--- config.mk ---
export PLATFORM = sky130hd
export DESIGN_NAME = branch_sequencer
export DESIGN_NICKNAME = d
export VERILOG_FILES = /design/src/rtl/branch_sequencer.sv
export SDC_FILE = /design/constraint.sdc
export NUM_CORES = 1
export LEC_CHECK = 0
export ABC_AREA = 1
export BUFFER_PORTS_ARGS = -buffer_cell sky130_fd_sc_hd__buf_2
export CORE_MARGIN = 10
export CORE_UTILIZATION = 47
export CTS_BUF_LIST = sky130_fd_sc_hd__clkbuf_2
export DETAILED_ROUTE_END_ITERATION = 10
export HOLD_SLACK_MARGIN = 0.1
export PLACE_DENSITY = 0.78
export SKIP_LAST_GASP = 1
export SLEW_MARGIN = 20
export SYNTH_ARGS = -nofsm -noshare
export SYNTH_HDL_FRONTEND = slang
export SYNTH_SLANG_ARGS = --single-unit
--- constraint.sdc ---
create_clock -name clk -period 4.4 [get_ports clk]
set_input_delay 0.88 -clock clk [delete_from_list [all_inputs] [get_ports clk]]
set_output_delay 0.88 -clock clk [all_outputs]
set_load 0.02 [all_outputs]
--- src/rtl/branch_sequencer.sv ---
// -----------------------------------------------------------------------------
// branch_sequencer
//
// Purpose: multi-cycle instruction sequencer. It fetches one instruction at a
// time from instruction memory, decodes the opcode and then does one of three
// things with it. A branch redirects or advances pc straight away. An ALU
// operation starts the ALU, waits for its result (optionally latching the
// flags) and then writes back. The halt opcode parks the block until reset.
//
// Ports:
//   clk          rising-edge clock
//   rst          asynchronous active-low reset
//   start        begin execution (only looked at in IDLE)
//   imemReq      fetch request, high for the whole FETCH state
//   imemAddr     fetch address (always equal to pc)
//   imemAck      fetch data valid on instr
//   instr        fetched instruction, opcode in [31:26]
//   pc, ir       program counter and instruction register
//   aluStart     one-cycle ALU launch pulse
//   aluValid     ALU result/flags valid
//   aluZero/aluSign/aluCarry  ALU flags, qualified by aluValid
//   flagUpdate   current ALU instruction writes the flags
//   brTarget     branch target from datapath, valid in DECODE
//   regWrite     one-cycle register-file write strobe
//   branchTaken  one-cycle pulse when a branch redirects pc
//   halted       high while in HALT
// -----------------------------------------------------------------------------
module branch_sequencer (
  input  logic        clk,
  input  logic        rst,
  input  logic        start,
  output logic        imemReq,
  output logic [31:0] imemAddr,
  input  logic        imemAck,
  input  logic [31:0] instr,
  output logic [31:0] pc,
  output logic [31:0] ir,
  output logic        aluStart,
  input  logic        aluValid,
  input  logic        aluZero,
  input  logic        aluSign,
  input  logic        aluCarry,
  input  logic        flagUpdate,
  input  logic [31:0] brTarget,
  output logic        regWrite,
  output logic        branchTaken,
  output logic        halted
);

  typedef enum logic [2:0] {
    IDLE   = 3'd0,
    FETCH  = 3'd1,
    DECODE = 3'd2,
    EXEC   = 3'd3,
    WB     = 3'd4,
    HALT   = 3'd5
  } state_e;

  state_e      state_q, state_d;
  logic [31:0] pc_q, pc_d;
  logic [31:0] ir_q, ir_d;
  logic        flagZ_q, flagZ_d;
  logic        flagS_q, flagS_d;
  logic        flagC_q, flagC_d;

  logic [5:0]  opcode;
  logic        isHalt;
  logic        isBranch;
  logic        condTrue;

  // Branch targets are forced word-aligned, so the low two bits never matter.
  logic        unusedBrLow;
  assign unusedBrLow = ^brTarget[1:0];

  assign opcode = ir_q[31:26];
  assign isHalt = (opcode == 6'b111111);

  // Branch decode. Conditions look only at the registered flags, so a flag
  // change reaches a branch only after its ALU instruction has completed.
  always_comb begin
    isBranch = 1'b1;
    condTrue = 1'b0;
    case (opcode)
      6'b101011,
      6'b101000: condTrue = 1'b1;
      6'b110001: condTrue = flagZ_q;
      6'b110010: condTrue = ~flagZ_q;
      6'b110000: condTrue = flagS_q;
      6'b101001: condTrue = flagC_q;
      6'b101010: condTrue = ~flagC_q;
      default:   isBranch = 1'b0;
    endcase
  end

  // State register
  always_ff @(posedge clk or negedge rst) begin
    if (!rst) state_q <= IDLE;
    else      state_q <= state_d;
  end

  // Next-state logic
  always_comb begin
    state_d = state_q;
    case (state_q)
      IDLE:    if (start)   state_d = FETCH;
      FETCH:   if (imemAck) state_d = DECODE;
      DECODE: begin
        if (isHalt)        state_d = HALT;
        else if (isBranch) state_d = FETCH;
        else               state_d = EXEC;
      end
      EXEC:    if (aluValid) state_d = WB;
      WB:      state_d = FETCH;
      HALT:    state_d = HALT;
      default: state_d = IDLE;
    endcase
  end

  // Outputs depend on registered state only; reset clears state, so imemReq
  // drops the moment rst goes low.
  always_comb begin
    imemReq     = (state_q == FETCH);
    aluStart    = (state_q == DECODE) && !isHalt && !isBranch;
    branchTaken = (state_q == DECODE) && isBranch && condTrue;
    regWrite    = (state_q == WB);
    halted      = (state_q == HALT);
  end

  // Datapath next values. pc wraps naturally through 32-bit addition.
  always_comb begin
    pc_d    = pc_q;
    ir_d    = ir_q;
    flagZ_d = flagZ_q;
    flagS_d = flagS_q;
    flagC_d = flagC_q;
    case (state_q)
      FETCH: if (imemAck) ir_d = instr;
      DECODE: begin
        if (isBranch) pc_d = condTrue ? {brTarget[31:2], 2'b00} : pc_q + 32'd4;
      end
      EXEC: begin
        if (aluValid && flagUpdate) begin
          flagZ_d = aluZero;
          flagS_d = aluSign;
          flagC_d = aluCarry;
        end
      end
      WB:      pc_d = pc_q + 32'd4;
      default: ;
    endcase
  end

  // Datapath registers
  always_ff @(posedge clk or negedge rst) begin
    if (!rst) begin
      pc_q    <= 32'd0;
      ir_q    <= 32'd0;
      flagZ_q <= 1'b0;
      flagS_q <= 1'b0;
      flagC_q <= 1'b0;
    end else begin
      pc_q    <= pc_d;
      ir_q    <= ir_d;
      flagZ_q <= flagZ_d;
      flagS_q <= flagS_d;
      flagC_q <= flagC_d;
    end
  end

  assign pc       = pc_q;
  assign ir       = ir_q;
  assign imemAddr = pc_q;

endmodule

==> impl_metrics.ini, run 1 <==
[floorplan]
initial_core_util_pct = 48.1
core_region_area_mm2 = 0.00924
die_width_um = 117
num_rows = 35
die_h_um = 117
die_area_mm2 = 0.0137
io_pins = 174

[power_and_ir_drop]
clock_power_share_pct = 12.1
p_comb_share_pct = 54.1
p_int_uw = 1910
p_seq_share_pct = 33.7
p_switching_uw = 1930
p_leak_uw = 0.00288
power.total_uw = 3830
p_per_area_mw_per_mm2 = 726
p_sw_share_pct = 50.3
ir_drop_v = 0.000443

[synth]
ys.flop_type = dfrtp_1
syn_area_mm2 = 0.00445
synth_cell_types = 33
synthCells = 596
synth_edf_count = 0
synth_area_leader_cell = dfrtp_1
ys_ff_latch = 68
seq_area_frac_synth_pct = 38.3
synth_area_per_cell_um2 = 7.46
yosysTopAreaCellShare_pct = 38.3
synthTopCellsByCount = 185 x nand2_1, 68 x dfrtp_1, 67 x nand3_1
ys_async_sr_fraction_pct = 100
yosys-top-cells-area = dfrtp_1 38%, nand2_1 16%, nand3_1 7.5%
yosysMostFrequentCell = nand2_1
ys_warn_count = 0

[route]
drcViolationCount = 0
drtIter0Drc = 244
ant_nets = 0
wl_per_cell_um = 15.0
drt_pass1_iterations = 5
num_vias = 4273
vias_per_cell = 4.95
routed_wl_um = 13000

[timing]
max_slew_margin_pct = 39.1
tightest_slew_ns = 0.913
period_share_pct = 61.3
rsz0062_at_grt = no
fin_crit_ns = 2.70
fin_tns_setup_ns = 0
finalHoldViolCount = 0
fmax_ghz = 0.371
fin_skew_ns = 0.0320
slew_violations = 0
setup_viol = 0

[cells_and_area]
fillerInstances = 918
diodes = 0
drive_above_1_share_pct = 31.8
multi_input_area_mm2 = 0.00217
syn_to_final_growth_pct = 18.7
seqCellArea_mm2 = 0.00170
fin_cells = 864
final_nets = 804

[cts]
clockBufferDepth = 2
cts_max_level = 3
cts_resized = 0
cts_buffers = 9
cts_tree = yes
worstSkewPairLatency_ns = 0.51
cts_sinks = 68
cts_hold_buf = 0
postCtsSetupBuffers = 0
cts_root_buf = clkbuf_2
clkSlewWorstSetupHoldPaths_ns = 0.24

[global_route]
grt_pass1_vias = 4400
antenna_found_initial = 0
grt_pass1_wl_um = 21000
grt_usage_pct = 19.0
gr-total-overflow = 0
grt_max_degree = 40

[critical_path]
end_kind = output pin
path_max_fanout = 4
required_ns = 3.52
cp.arrival_ns = 1.82
critPathLaunchType = flop
critical_path_class = reg -> out

[run]
drv_cap = 0

[run_status]
outcome = finished clean

[placement]
dp_hpwl_um = 10100
gp_congestion = 0.944
place_inst = 848
portBuffers = 167

[min_path]
hold_path.class = in -> async
==> critical path, cell delays in order (launching register included) <==
cell	delay, ns
dfrtp_1	0.50
inv_2	0.07
nor3_2	0.25
nand2_1	0.14
a21oi_1	0.16
buf_2	0.19
==> final timing paths <==
kind                                 start      endpoint  slack [ns]  cells past startpoint
min in group clk                     ir[2]         ir[2]        0.54                      1
worst max-delay path            state_q[1]   branchTaken        1.70                      5
worst max register to register  state_q[1]   imemAddr[4]        2.27                      7
worst min register to register       ir[2]         ir[2]        0.54                      1
worst min-delay path                   rst  imemAddr[10]        0.45                      1
max in group asynchronous              rst        ir[28]        3.00                      2
==> per-layer routing <==
metal	GRT usage (%)	vias to the layer above	wire length (um)
met5	0	-	0
met4	4.20	0	106
met3	8.00	12	1390
met2	32.5	180	6230
met1	21.7	1956	5240
li1	-	2125	-
==> stage by stage <==
stage | setup slack (ns) | util (%) | area (um^2) | hold slack, ns
finish | 1.70 | 57.1 | 5280 | 0.450
global route | 1.54 | 57.1 | 5280 | 0.457
CTS | 1.65 | 57.1 | 5280 | 0.432
detailed placement | 2.30 | 55.5 | 5130 | 0.490
global placement | 2.32 | 55.5 | 5130 | 0.485
floorplan | 2.27 | - | 4460 | 0.481
==> placed cells by master (no fill, tap or decap), types with 8 or more instances in the layout <==
| cell type | count |
|---|---|
| o21ai_0 | 11 |
| inv_1 | 51 |
| buf_2 | 167 |
| nand2_1 | 185 |
| a21oi_1 | 11 |
| nand3b_1 | 25 |
| inv_2 | 11 |
| nor2_1 | 62 |
| mux2_4 | 20 |
| dfrtp_1 | 68 |
| clkbuf_2 | 9 |
| mux2_2 | 8 |
| nand3_1 | 67 |
==> flip-flops by register name (all words and copies together), names as in the netlist <==
signal / count
flagC_q: 1
flagS_q: 1
flagZ_q: 1
imemAddr: 30
ir: 32
state_q: 3
==> power by group through the flow <==
stage	Sequential [uW]	Clock (uW)	Combinational, uW
floorplan	1560	0	1280
global placement	1280	0	2060
detailed placement	1300	0	2100
CTS	1290	478	2110
global route	1350	504	2300
finish	1290	465	2080
==> final cells by class <==
cell class	count	area share, %
multi-input cells	418	41.0
flip-flops and latches	68	32.2
repair buffers	171	16.4
inverters	62	4.41
well taps	129	3.06
clock inverters	7	2.01
clock buffers	9	0.853
==> kinds of logic (layout without fill, tap and decap cells) <==
kind of cell / count (synthesis) / count (layout) / share of synthesized area, %
flops: 68 / 68 / 38.3
mux: 28 / 28 / 8.78
fa+ha+maj: 1 / 1 / 0.281
other cells: 1 / 4 / 0.0844
simple gates: 353 / 353 / 35.2
compound gates: 27 / 27 / 3.18
xor+xnor: 5 / 5 / 0.985
buf+inv: 113 / 249 / 13.3
Power figures use the tool's default switching activity.
==> run 2, diff against run 1 <==
==> constraint.sdc (replaced) <==
create_clock -name clk -period 2.65 [get_ports clk]
set_input_delay 0.53 -clock clk [delete_from_list [all_inputs] [get_ports clk]]
set_output_delay 0.53 -clock clk [all_outputs]
set_load 0.02 [all_outputs]
==> run 2 against run 1 <==
  * Hold slack worse by 0.21 ns
  * Combinational power is 66% higher
  * Via count up 1.1%
  * Cell count increased by 0.35%
  * Clock skew decreased by 0.0017 ns
  * Register-to-register slack lost 1.6 ns
  * Largest cell class unchanged
  * Highest routed layer is now met5
==> impl_metrics.ini, run 2 (synthesized netlist as in run 1, its figures left out) <==
[run_status]
outcome = finished clean

[critical_path]
rrSetupSlack_ns = 0.71
end_kind = output pin
critical_path_class = reg -> out
regToRegStartpoint = imemAddr[2]
reg2reg_to = imemAddr[28]
startpoint = state_q[1]
reg2reg_depth = 10
critPathLaunchType = flop
cp.arrival_ns = 1.81
required_ns = 2.12
path_max_fanout = 4

[floorplan]
die_width_um = 117
initial_core_util_pct = 48.1
core_region_area_mm2 = 0.00924
num_rows = 35
die_area_mm2 = 0.0137
die_h_um = 117
io_pins = 174

[min_path]
min-delay-start = instr[18]
holdPathStages = 2
holdPathEnd = ir[18]
hold_path.class = in -> reg

[global_route]
antenna_found_initial = 2
use_met2_pct = 32.6
grt_usage_pct = 19.3
grt_use_met3_pct = 7.03
grt_max_degree = 44
gr-max-usage-layer = met2
grt_pass1_wl_um = 21300
gr-total-overflow = 0
grt_pass1_vias = 4451
grt_util_met1_pct = 22.4

[timing]
setup_viol = 0
tightest_slew_ns = 0.631
fin_crit_ns = 2.34
period_share_pct = 88.3
fin_tns_setup_ns = 0
fin_hold_ws_ns = 0.239
max_slew_margin_pct = 58.0
fmax_ghz = 0.428
finalHoldViolCount = 0
slew_violations = 0
rsz0062_at_grt = no
fin_skew_ns = 0.0303
setup_ws_ns = 0.311

[cts]
cts_buffers = 9
postCtsSetupBuffers = 0
cts_max_level = 3
worstSkewPairLatency_ns = 0.49
cts_sinks = 68
cts_root_buf = clkbuf_2
cts_tree = yes
clockBufferDepth = 2
clkSlewWorstSetupHoldPaths_ns = 0.23

[route]
drcViolationCount = 0
num_vias = 4319
ant_nets = 0
wl_per_cell_um = 15.1
routed_wl_um = 13100
drtIter0Drc = 222
vias_per_cell = 4.98
drt_pass1_iterations = 5

[cells_and_area]
fillerInstances = 898
largest_register_ffs = 32
final_nets = 806
final_common_cell = nand2_1
drive_above_1_share_pct = 31.9
syn_to_final_growth_pct = 18.9
final_cell_mix = 185 x nand2_1, 167 x buf_2, 68 x dfrtp_1

[placement]
dp_hpwl_um = 10200
gp_congestion = 0.936
portBuffers = 167
pre_cts_slack_ns = 0.757

[run]
drv_cap = 0

[power_and_ir_drop]
p_per_area_mw_per_mm2 = 1190
p_leak_uw = 0.00288
ir_drop_v = 0.000676
[run 2: cell count changes in the layout (fill, tap and decap cells not counted), sizes merged]
| cell | previous run | this run |
|---|---|---|
| dlygate4sd3 | 0 | 1 |
| bufinv | 2 | 1 |
| clkinv | 2 | 1 |
| clkinvlp | 0 | 2 |
| diode | 0 | 1 |
| buf | 171 | 172 |
[run 2: how the worst max path moves through the flow]
stage,endpoint,depth (start not counted),slack [ns]
floorplan,branchTaken,6,0.87
global placement,imemAddr[28],10,0.81
detailed placement,imemAddr[28],10,0.76
CTS,branchTaken,5,0.27
global route,branchTaken,7,0.13
finish,branchTaken,5,0.31
[run 2: worst max-delay path: stages (launching register included)]
cell and delay [ns]:
dfrtp_1 0.51, inv_2 0.07, nor3_2 0.21, nand2_1 0.14, a21oi_1 0.18, buf_2 0.20
[run 2: repair_timing]
action	4_1_cts	5_1_grt
hold buffers	1	0
hold endpoints to repair	25	0
resized for setup	0	0
[run 2: through the flow]
step / std cells / instance area, um^2 / power, uW / util (%)
5_1_grt: 866 / 5290 / 6810 / 57.2
3_3_place_gp: 849 / 5150 / 5550 / 55.7
3_5_place_dp: 849 / 5150 / 5660 / 55.7
2_1_floorplan: 599 / 4460 / 4730 / -
6_report: 867 / 5290 / 6290 / 57.2
4_1_cts: 866 / 5290 / 6350 / 57.2
[run 2: layout make-up]
| cell class | instances | area (um^2) | area share (%) |
|---|---|---|---|
| Antenna cell | 1 | 2.50 | 0.0473 |
| Clock inverter | 7 | 82.6 | 1.56 |
| Multi-Input combinational cell | 418 | 2170 | 41.0 |
| Timing Repair Buffer | 173 | 896 | 16.9 |
| Inverter | 62 | 233 | 4.40 |
| Sequential cell | 68 | 1700 | 32.2 |
| Clock buffer | 9 | 45.0 | 0.852 |
| Tap cell | 129 | 161 | 3.05 |
[run 2: where the power goes]
group | internal (uW) | switching, uW
Combinational | 1310 | 2150
Clock | 233 | 443
Sequential | 1540 | 612
Total | 3080 | 3210
[run 2: metal layers]
metal / routed length [um] / part of all wire, %
met3: 1400 / 11
met5: 13 / 0.099
met4: 125 / 0.95
met1: 5350 / 41
met2: 6200 / 47
